[src/rtl/mac_accumulator.sv]
// mac_accumulator: saturating dot-product accumulator fed by an
// N-bit multiplier; sums LEN products and offers each result by valid/ready.
module mac_accumulator #(
  parameter int N     = 4,
  parameter int ACC_W = 12,
  parameter int LEN   = 4
) (
  input  logic                       clk,
  input  logic                       rst_n,
  input  logic                       clear,
  input  logic                       in_valid,
  output logic                       in_ready,
  input  logic [2*N-1:0]             prod,
  input  logic                       is_signed,
  output logic                       out_valid,
  input  logic                       out_ready,
  output logic [ACC_W-1:0]           result,
  output logic                       ovf,
  output logic [$clog2(LEN+1)-1:0]   count
);

  localparam int PW  = 2 * N;
  localparam int CW  = $clog2(LEN + 1);
  localparam int EXT = ACC_W + 1 - PW;

  localparam logic [CW-1:0]    LAST = CW'(LEN - 1);
  localparam logic [ACC_W-1:0] UMAX = '1;
  localparam logic [ACC_W-1:0] SMAX = {1'b0, {(ACC_W-1){1'b1}}};
  localparam logic [ACC_W-1:0] SMIN = {1'b1, {(ACC_W-1){1'b0}}};

  typedef enum logic {ACCUM, HOLD} state_e;

  state_e             state_q, state_d;
  logic [ACC_W-1:0]   acc_q, acc_d;
  logic [ACC_W-1:0]   res_q, res_d;
  logic [CW-1:0]      cnt_q, cnt_d;
  logic               ovf_q, ovf_d;
  logic               mode_q, mode_d;

  logic               mode_eff;
  logic [ACC_W:0]     acc_x;
  logic [ACC_W:0]     prod_x;
  logic [ACC_W:0]     sum;
  logic [ACC_W-1:0]   sat;
  logic               ov;

  // The group's mode is taken from the beat that opens it.
  always_comb begin
    mode_eff = (cnt_q == '0) ? is_signed : mode_q;
    prod_x   = {{EXT{mode_eff & prod[PW-1]}}, prod};
    acc_x    = {mode_eff & acc_q[ACC_W-1], acc_q};
    sum      = acc_x + prod_x;
    ov       = 1'b0;
    sat      = sum[ACC_W-1:0];
    if (mode_eff) begin
      ov = sum[ACC_W] ^ sum[ACC_W-1];
      if (ov) sat = sum[ACC_W] ? SMIN : SMAX;
    end else begin
      ov = sum[ACC_W];
      if (ov) sat = UMAX;
    end
  end

  always_comb begin
    state_d = state_q;
    acc_d   = acc_q;
    res_d   = res_q;
    cnt_d   = cnt_q;
    ovf_d   = ovf_q;
    mode_d  = mode_q;
    if (clear) begin
      state_d = ACCUM;
      acc_d   = '0;
      cnt_d   = '0;
      ovf_d   = 1'b0;
      mode_d  = 1'b0;
    end else begin
      unique case (state_q)
        ACCUM: begin
          if (in_valid) begin
            mode_d = mode_eff;
            acc_d  = sat;
            ovf_d  = ovf_q | ov;
            cnt_d  = cnt_q + 1'b1;
            if (cnt_q == LAST) begin
              state_d = HOLD;
              res_d   = sat;
            end
          end
        end
        HOLD: begin
          if (out_ready) begin
            state_d = ACCUM;
            acc_d   = '0;
            cnt_d   = '0;
            ovf_d   = 1'b0;
          end
        end
        default: state_d = ACCUM;
      endcase
    end
  end

  always_ff @(posedge clk or negedge rst_n) begin
    if (!rst_n) begin
      state_q <= ACCUM;
      acc_q   <= '0;
      res_q   <= '0;
      cnt_q   <= '0;
      ovf_q   <= 1'b0;
      mode_q  <= 1'b0;
    end else begin
      state_q <= state_d;
      acc_q   <= acc_d;
      res_q   <= res_d;
      cnt_q   <= cnt_d;
      ovf_q   <= ovf_d;
      mode_q  <= mode_d;
    end
  end

  assign in_ready  = (state_q == ACCUM);
  assign out_valid = (state_q == HOLD);
  assign result    = res_q;
  assign ovf       = ovf_q;
  assign count     = cnt_q;

endmodule

[config.mk]
export PLATFORM = sky130hd
export DESIGN_NAME = mac_accumulator
export DESIGN_NICKNAME = d
export VERILOG_FILES = /design/src/rtl/mac_accumulator.sv
export SDC_FILE = /design/constraint.sdc
export NUM_CORES = 1
export LEC_CHECK = 0
export ABC_AREA = 0
export CORE_ASPECT_RATIO = 0.9
export CORE_MARGIN = 2
export CORE_UTILIZATION = 50
export DETAILED_ROUTE_END_ITERATION = 12
export GPL_TIMING_DRIVEN = 1
export PLACE_DENSITY = 0.8
export SLEW_MARGIN = 20
export SYNTH_ARGS = -nofsm -noshare
export SYNTH_HDL_FRONTEND = slang
export SYNTH_SLANG_ARGS = --single-unit
[constraint.sdc]
create_clock -name clk -period 7.7 [get_ports clk]
set_clock_uncertainty 0.15 [all_clocks]
set_input_delay 1.54 -clock clk [delete_from_list [all_inputs] [get_ports clk]]
set_output_delay 1.54 -clock clk [all_outputs]
set_load 0.02 [all_outputs]
==> flow_summary.html, run 1 <==
<table>
<tr><th>Metric</th><th>Value</th></tr>
<tr><th colspan="2">Hold path</th></tr>
<tr><td>Class of the tightest hold or removal check</td><td>reg -&gt; reg</td></tr>
<tr><td>Critical hold path startpoint</td><td>result[11]</td></tr>
<tr><th colspan="2">Yosys</th></tr>
<tr><td>Count of unique library cells instantiated by Yosys</td><td>between 40 and 50</td></tr>
<tr><td>Number of synthesized flops with an enable pin</td><td>0</td></tr>
<tr><td>Cell Area, Synth</td><td>2040 um^2</td></tr>
<tr><td>Most common cell in the synthesized netlist</td><td>dfrtp_1</td></tr>
<tr><td>Number of flip-flops and latches in the synthesized netlist</td><td>30</td></tr>
<tr><td>Post-synth net total</td><td>254</td></tr>
<tr><td>Most area-consuming cells after synthesis</td><td>dfrtp_1 37%, ha_1 8.6%, a21oi_1 4.7%, nor2_1 3.7%, nand2_1 3.5%</td></tr>
<tr><td>Share of flip-flops with an asynchronous set or reset</td><td>1.00</td></tr>
<tr><td>Sequential share of the synthesized area</td><td>0.368</td></tr>
<tr><td>Post-synth top flop</td><td>dfrtp_1</td></tr>
<tr><td>Share of the synthesized area in the top cell type</td><td>0.368</td></tr>
<tr><td>Count of yosys warnings during synthesis</td><td>0</td></tr>
<tr><td>Library cell with the largest summed area after synthesis</td><td>dfrtp_1</td></tr>
<tr><td>Commonest cells post-synth</td><td>30 x dfrtp_1, 20 x nor2_1, 19 x a21oi_1, 19 x nand2_1, 14 x ha_1</td></tr>
<tr><td>Avg Synthesized Cell Area</td><td>approximately 9.1 um^2</td></tr>
<tr><td>Post-synthesis instance total</td><td>around 230</td></tr>
<tr><th colspan="2">Clocking</th></tr>
<tr><td>Clock transition time at the flip-flop clock pins of the worst setup and hold paths</td><td>about 60 ps</td></tr>
<tr><td>CTS Sinks</td><td>30</td></tr>
<tr><td>Post CTS Setup Buffer Count</td><td>0</td></tr>
<tr><td>Clock tree from TritonCTS</td><td>built</td></tr>
<tr><td>Number of hold buffers added after CTS</td><td>0</td></tr>
<tr><td>Post-CTS resize count</td><td>0</td></tr>
<tr><td>Clock latency on the worst-skew pair</td><td>280 ps</td></tr>
<tr><td>Worst-case clock buffer depth</td><td>2</td></tr>
<tr><td>Master cell of the clock root buffer</td><td>clkbuf_8</td></tr>
<tr><td>Clock buffer count from CTS</td><td>5</td></tr>
<tr><td>H-tree depth reported by CTS</td><td>2</td></tr>
<tr><th colspan="2">Timing</th></tr>
<tr><td>Ratio of final minimum period to clock period</td><td>0.710</td></tr>
<tr><td>Transition time at the pin with the least slew margin</td><td>817 ps</td></tr>
<tr><td>Max Clock Freq</td><td>183 MHz</td></tr>
<tr><td>Final critical path time including I/O delays and setup</td><td>about 5500 ps</td></tr>
<tr><td>Hold Vio Cnt, Final</td><td>0</td></tr>
<tr><td>Unrepaired setup endpoints after global routing</td><td>no</td></tr>
<tr><td>Worst-case headroom to the max-slew limit</td><td>0.455</td></tr>
<tr><td>Endpoints failing setup</td><td>0</td></tr>
<tr><td>Final slew viol count</td><td>0</td></tr>
<tr><td>Setup_tns</td><td>0 ps</td></tr>
<tr><th colspan="2">GRT</th></tr>
<tr><td>Vias in the first global route</td><td>approximately 1700</td></tr>
<tr><td>GRT overflow</td><td>0</td></tr>
<tr><td>GRT Overall Usage</td><td>0.217</td></tr>
<tr><td>Number of antenna violations at the first check in global routing</td><td>0</td></tr>
<tr><td>Wire length of the first global-routing pass</td><td>slightly below 8 mm</td></tr>
<tr><td>Maximum number of pins on one net before global-route repair</td><td>31</td></tr>
<tr><th colspan="2">Worst setup path</th></tr>
<tr><td>Arrival @ worst endpoint</td><td>roughly 5500 ps</td></tr>
<tr><td>Start point of the critical path</td><td>prod[1]</td></tr>
<tr><td>Req. time, crit path</td><td>7680 ps</td></tr>
<tr><td>Type of the worst setup path</td><td>in -&gt; reg</td></tr>
<tr><td>Highest net fanout along the worst path</td><td>22</td></tr>
<tr><td>Critical path startpoint category</td><td>primary input</td></tr>
<tr><td>Startpoint of the worst register-to-register path</td><td>acc_q[1]</td></tr>
<tr><td>Type of destination of the critical path</td><td>flop</td></tr>
<tr><th colspan="2">Floorplan</th></tr>
<tr><td>Chip width</td><td>71.3 um</td></tr>
<tr><td>Row cnt</td><td>22</td></tr>
<tr><td>I/O pin cnt</td><td>32</td></tr>
<tr><td>Area of the core region</td><td>roughly 4000 um^2</td></tr>
<tr><td>Overall die area</td><td>approximately 4600 um^2</td></tr>
<tr><td>Die boundary height</td><td>roughly 65 um</td></tr>
<tr><td>Initial core utilization</td><td>0.511</td></tr>
<tr><th colspan="2">Final layout</th></tr>
<tr><td>Antenna diode instance count</td><td>0</td></tr>
<tr><td>Area added between synthesis and finish</td><td>19.9%</td></tr>
<tr><td>Share of cells above drive strength 1</td><td>0.0787</td></tr>
<tr><td>Number of filler instances in the final layout</td><td>between 300 and 400</td></tr>
<tr><td>Area occupied by multi-input gates</td><td>1180 um^2</td></tr>
<tr><td>Area taken by flip-flops and latches</td><td>about 750 um^2</td></tr>
<tr><td>Nets@finish</td><td>about 280</td></tr>
<tr><th colspan="2">Route</th></tr>
<tr><td>Via density per instance</td><td>5.73</td></tr>
<tr><td>Post-Route WL</td><td>4.48 mm</td></tr>
<tr><td>Routed via count</td><td>around 1700</td></tr>
<tr><td>DRT antenna net count</td><td>0</td></tr>
<tr><td>Violation count after the first detailed-routing iteration</td><td>164</td></tr>
<tr><td>Total met3 wirelength after detailed routing</td><td>209 um</td></tr>
<tr><td>Per-cell routed wire length</td><td>14.8 um</td></tr>
<tr><td>Uppermost routed layer</td><td>met4</td></tr>
<tr><td># DRC</td><td>0</td></tr>
<tr><td>WL met2</td><td>~2.2 mm</td></tr>
<tr><td>Wire length on met1</td><td>roughly 2.0 mm</td></tr>
<tr><td>Pre-Repair DR Iteration Count</td><td>4</td></tr>
<tr><th colspan="2">Power</th></tr>
<tr><td>Total Power Consumption</td><td>between 0.0006 and 0.0007 W</td></tr>
<tr><td>Worst IR drop on VDD</td><td>around 0.00016 V</td></tr>
<tr><td>Leak</td><td>1.09 nW</td></tr>
<tr><td>Ratio of total power to cell area</td><td>275 nW/um^2</td></tr>
<tr><th colspan="2">Placement</th></tr>
<tr><td>Final RePlAce weighted congestion</td><td>between 0.9 and 1</td></tr>
<tr><td>Port Buffers</td><td>31</td></tr>
<tr><td>DP Wirelength</td><td>approximately 3.3 mm</td></tr>
<tr><th colspan="2">Flow run</th></tr>
<tr><td>Max cap viols</td><td>0</td></tr>
<tr><th colspan="2">Outcome</th></tr>
<tr><td>Outcome</td><td>finished, final reports clean</td></tr>
</table>
[cell type report]
cell class,instances,share of cell area
clock buffers,7,0.0353
clock inverters,1,0.00205
inverters,9,0.0138
multi-input cells,174,0.484
flip-flops and latches,30,0.307
well taps,48,0.0246
repair buffers,33,0.133
[logic make-up after synthesis]
group | share of synthesized area
xor gates and xnor gates | 0.0472
muxes | 0.0233
and+or+nand+nor | 0.148
adders and majority gates | 0.0956
DFF | 0.368
buffers and inverters | 0.0515
AOI/OAI and AO/OA | 0.267
[registers in the layout, indices dropped and copies added, names as in the netlist]
name and count:
acc_q 12, count 3, mode_q 1, out_valid 1, ovf 1, result 12
[metrics by stage]
stage               std cells   util  cell area, um^2  setup WS (ps)  hold slack [ps]
floorplan                 225      -             2040           3150              320
global placement          294  0.590             2350           2060              325
detailed placement        294  0.590             2350           1900              331
CTS                       302  0.613             2450           2210              345
global route              302  0.613             2450           1820              369
finish                    302  0.613             2450           2230              339
[path summary, 6_finish.rpt]
check                              to  slack [ps]  cells past startpoint
setup reg to reg            result[4]        3560                     12
hold / removal             result[11]         340                      2
max in group asynchronous    acc_q[0]        5600                      2
min in group asynchronous      mode_q        1510                      2
hold reg to reg            result[11]         340                      2
setup / recovery            result[4]        2230                     13
[where the power goes]
part	leakage [nW]	internal, W	switching (W)
logic	0.641	0.000138	0.000177
clock network	0.0482	0.0000720	0.0000592
registers	0.399	0.000195	0.0000316
[per-layer routing]
metal  GRT usage  vias to the layer above
li1            -                      870
met1       0.302                      812
met2       0.350                       40
met3      0.0342                        9
met4      0.0660                        0
met5           0                        -
[cell usage in the layout (no fill, tap or decap), types with 2 or more instances in the layout]
master           Yosys  routed
o21ai_1              8       8
nand3_1              3       3
nor2_1              20      20
xnor2_1              5       5
a31oi_1              6       6
o21bai_1             3       3
a31oi_2              3       3
nor3_1               6       6
a211oi_1             5       5
nor2b_1              3       3
xor2_1               6       6
o21ai_0             12      12
o211ai_2             3       3
inv_1                9       9
and3_1               2       2
or3_1                2       2
a32oi_1              2       2
clkdlybuf4s50_1      0      31
clkbuf_8             0       6
buf_4                0       2
ha_1                14      14
o211ai_1             2       2
a21oi_1             19      19
o31ai_1              2       2
a21o_1               4       4
and2_1               3       3
a22oi_1              3       3
nand2_1             19      19
nand2b_1             4       4
dfrtp_1             30      30
o21a_1               3       3
[critical path, stage by stage]
cell and delay, ps:
clkdlybuf4s50_1 460, ha_1 330, a211oi_1 250, o21ai_0 200, a2111oi_0 430, o22ai_1 170
a221oi_1 340, xor2_1 180, ha_1 260, nand2b_1 400, nor2_1 130, mux2i_4 600
a31oi_2 160
(Power assumes the default switching activity.)
==> run 2, diff against run 1 <==
Settings changed: CORE_UTILIZATION 50 to 49, PLACE_DENSITY 0.8 to 0.82.
Clock period 7.7 ns to 4.85 ns, I/O delays scaled along.
==> run 2 against run 1 <==
Net effect:
- largest power group unchanged
- worst setup slack got worse by 1800 ps
- global-route usage is essentially flat
- routed wire length is 2.4% higher
- critical endpoint is now acc_q[3]
- first-iteration DRC count down 62%
- highest routed layer unchanged
==> flow_summary.html, run 2 (synthesized netlist as in run 1, its figures left out) <==
<table>
<tr><th>Metric</th><th>Value</th></tr>
<tr><th colspan="2">Clocking</th></tr>
<tr><td>Clock transition time at the flip-flop clock pins of the worst setup and hold paths</td><td>about 60 ps</td></tr>
<tr><td>H-tree depth reported by CTS</td><td>2</td></tr>
<tr><td>Post CTS Setup Buffer Count</td><td>0</td></tr>
<tr><td>Worst-case clock buffer depth</td><td>2</td></tr>
<tr><td>Clock tree from TritonCTS</td><td>built</td></tr>
<tr><td>Clock latency on the worst-skew pair</td><td>280 ps</td></tr>
<tr><td>Number of hold buffers added after CTS</td><td>0</td></tr>
<tr><td>Post-CTS resize count</td><td>0</td></tr>
<tr><td>Clock buffer count from CTS</td><td>5</td></tr>
<tr><td>CTS Sinks</td><td>30</td></tr>
<tr><td>Master cell of the clock root buffer</td><td>clkbuf_8</td></tr>
<tr><th colspan="2">Final layout</th></tr>
<tr><td>Nets@finish</td><td>roughly 280</td></tr>
<tr><td>Area added between synthesis and finish</td><td>22.1%</td></tr>
<tr><td>Area taken by flip-flops and latches</td><td>751 um^2</td></tr>
<tr><td>Area occupied by multi-input gates</td><td>around 1200 um^2</td></tr>
<tr><td>Commonest cells after routing, fill and taps aside</td><td>31 x clkdlybuf4s50_1, 30 x dfrtp_1, 20 x nor2_1, 19 x nand2_1, 19 x a21oi_1</td></tr>
<tr><td>Number of filler instances in the final layout</td><td>370</td></tr>
<tr><td>Antenna diode instance count</td><td>0</td></tr>
<tr><td>Utilization after layout</td><td>0.616</td></tr>
<tr><td>Share of cells above drive strength 1</td><td>0.0898</td></tr>
<tr><td>Post-route insts no fill</td><td>approximately 300</td></tr>
<tr><td>Most common cell after layout, fill and taps aside</td><td>clkdlybuf4s50_1</td></tr>
<tr><th colspan="2">Worst setup path</th></tr>
<tr><td>Critical path startpoint category</td><td>primary input</td></tr>
<tr><td>Arrival @ worst endpoint</td><td>around 4500 ps</td></tr>
<tr><td>Type of destination of the critical path</td><td>flop</td></tr>
<tr><td>Type of the worst setup path</td><td>in -&gt; reg</td></tr>
<tr><td>Startpoint of the worst register-to-register path</td><td>acc_q[1]</td></tr>
<tr><td>End of the worst register-to-register path</td><td>acc_q[3]</td></tr>
<tr><td>Highest net fanout along the worst path</td><td>4</td></tr>
<tr><td>FF-to-FF path depth</td><td>12</td></tr>
<tr><td>Worst-case register-to-register setup slack</td><td>between 1000 and 1500 ps</td></tr>
<tr><td>Req. time, crit path</td><td>between 4000 and 5000 ps</td></tr>
<tr><th colspan="2">Route</th></tr>
<tr><td>Post-Route WL</td><td>approximately 4.6 mm</td></tr>
<tr><td>Routed via count</td><td>1767</td></tr>
<tr><td>Pre-Repair DR Iteration Count</td><td>4</td></tr>
<tr><td># DRC</td><td>0</td></tr>
<tr><td>Per-cell routed wire length</td><td>~15 um</td></tr>
<tr><td>Via density per instance</td><td>a little under 6</td></tr>
<tr><td>Violation count after the first detailed-routing iteration</td><td>between 60 and 70</td></tr>
<tr><td>DRT antenna net count</td><td>0</td></tr>
<tr><th colspan="2">Floorplan</th></tr>
<tr><td>I/O pin cnt</td><td>32</td></tr>
<tr><td>Initial core utilization</td><td>0.504</td></tr>
<tr><td>Chip width</td><td>between 70 and 80 um</td></tr>
<tr><td>Die boundary height</td><td>65.2 um</td></tr>
<tr><td>Area of the core region</td><td>roughly 4000 um^2</td></tr>
<tr><td>Row cnt</td><td>22</td></tr>
<tr><td>Overall die area</td><td>approximately 4700 um^2</td></tr>
<tr><th colspan="2">Placement</th></tr>
<tr><td>Final RePlAce weighted congestion</td><td>between 0.8 and 0.9</td></tr>
<tr><td>DP Wirelength</td><td>approximately 3.4 mm</td></tr>
<tr><td>Count of placed standard cells including taps</td><td>between 200 and 300</td></tr>
<tr><td>Port Buffers</td><td>31</td></tr>
<tr><td>Setup Slack @ Placement</td><td>~120 ps</td></tr>
<tr><th colspan="2">Timing</th></tr>
<tr><td>Setup_tns</td><td>0 ps</td></tr>
<tr><td>Worst-case headroom to the max-slew limit</td><td>0.472</td></tr>
<tr><td>Ratio of final minimum period to clock period</td><td>0.920</td></tr>
<tr><td>Endpoints failing setup</td><td>0</td></tr>
<tr><td>Final slew viol count</td><td>0</td></tr>
<tr><td>Transition time at the pin with the least slew margin</td><td>~790 ps</td></tr>
<tr><td>Unrepaired setup endpoints after global routing</td><td>no</td></tr>
<tr><td>Worst Setup Slack, final</td><td>approximately 390 ps</td></tr>
<tr><td>Hold Vio Cnt, Final</td><td>0</td></tr>
<tr><td>Final critical path time including I/O delays and setup</td><td>around 4500 ps</td></tr>
<tr><td>Max Clock Freq</td><td>~220 MHz</td></tr>
<tr><th colspan="2">Power</th></tr>
<tr><td>Net switching power</td><td>about 0.00043 W</td></tr>
<tr><td>Relative contribution of the clock network to total power</td><td>0.222</td></tr>
<tr><td>Leak</td><td>approximately 1.1 nW</td></tr>
<tr><td>Sequential fraction of design power</td><td>0.323</td></tr>
<tr><td>Internal power summed over all cells</td><td>slightly below 0.0007 W</td></tr>
<tr><td>Combinational share of power</td><td>0.456</td></tr>
<tr><td>Sw frac</td><td>0.383</td></tr>
<tr><td>Worst IR drop on VDD</td><td>0.000236 V</td></tr>
<tr><td>Ratio of total power to cell area</td><td>between 400 and 500 nW/um^2</td></tr>
<tr><th colspan="2">Hold path</th></tr>
<tr><td>Critical hold path startpoint</td><td>result[11]</td></tr>
<tr><td>Class of the tightest hold or removal check</td><td>reg -&gt; reg</td></tr>
<tr><td>Hold Path Depth</td><td>2</td></tr>
<tr><td>Terminating pin of the worst hold path</td><td>result[11]</td></tr>
<tr><th colspan="2">GRT</th></tr>
<tr><td>GRT overflow</td><td>0</td></tr>
<tr><td>Vias in the first global route</td><td>roughly 1700</td></tr>
<tr><td>Number of antenna violations at the first check in global routing</td><td>0</td></tr>
<tr><td>Maximum number of pins on one net before global-route repair</td><td>31</td></tr>
<tr><td>GRT Overall Usage</td><td>0.218</td></tr>
<tr><td>Wire length of the first global-routing pass</td><td>between 7 and 8 mm</td></tr>
<tr><th colspan="2">Flow run</th></tr>
<tr><td>Max cap viols</td><td>0</td></tr>
<tr><th colspan="2">Outcome</th></tr>
<tr><td>Outcome</td><td>finished, final reports clean</td></tr>
</table>
[run 2: cell count changes in the layout (fill, tap and decap cells not counted), sizes merged]
| cell | delta |
|---|---|
| clkbuf | -2 |
| buf | +2 |
| clkinv | +1 |
| bufinv | +1 |
[run 2: per-stage QoR]
step           hold WS, ps  area, um^2  total power, W
5_1_grt                395        2490         0.00120
3_3_place_gp           331        2380        0.000862
4_1_cts                385        2490         0.00113
3_5_place_dp           371        2380        0.000875
2_1_floorplan          320        2040        0.000713
6_report               382        2490         0.00112
[run 2: final cells by class]
class / count / share of cell area
tap: 48 / 0.0241
multi-input combinational: 174 / 0.476
clock inverter: 3 / 0.0161
clock buffer: 5 / 0.0276
timing repair buffer: 35 / 0.142
inverter: 9 / 0.0136
sequential: 30 / 0.301
[run 2: power by group through the flow]
stage	clock network [W]	logic, W	registers (W)
floorplan	0	0.000332	0.000381
global placement	0	0.000501	0.000361
detailed placement	0	0.000511	0.000364
CTS	0.000253	0.000514	0.000360
global route	0.000265	0.000568	0.000366
finish	0.000248	0.000509	0.000361
[run 2: worst max-delay path, stage by stage]
cell and delay (ps):
clkdlybuf4s50_1 460, ha_1 330, a211oi_1 250, o21ai_0 200, a2111oi_0 430, o22ai_1 160
a221oi_1 310, xor2_1 190, ha_1 270, nor2b_1 180, or3_1 390, o2bb2a_1 290
o21ai_1 70
[run 2: routing by layer]
layer,GRT usage,vias to the layer above,wire (um)
li1,-,874,-
met1,0.285,834,2050
met2,0.347,48,2240
met3,0.0353,11,186
met4,0.113,0,114
met5,0,-,0
[run 2: worst max path at each step]
stage | startpoint | cells past startpoint | to | slack, ps
after CTS | prod[1] | 13 | acc_q[3] | 410
after global placement | prod[1] | 13 | acc_q[3] | 200
after global routing | prod[1] | 13 | acc_q[3] | 160
final | prod[1] | 13 | acc_q[3] | 390
after detailed placement | prod[1] | 13 | acc_q[3] | 120
after floorplan | prod[1] | 12 | acc_q[3] | 870
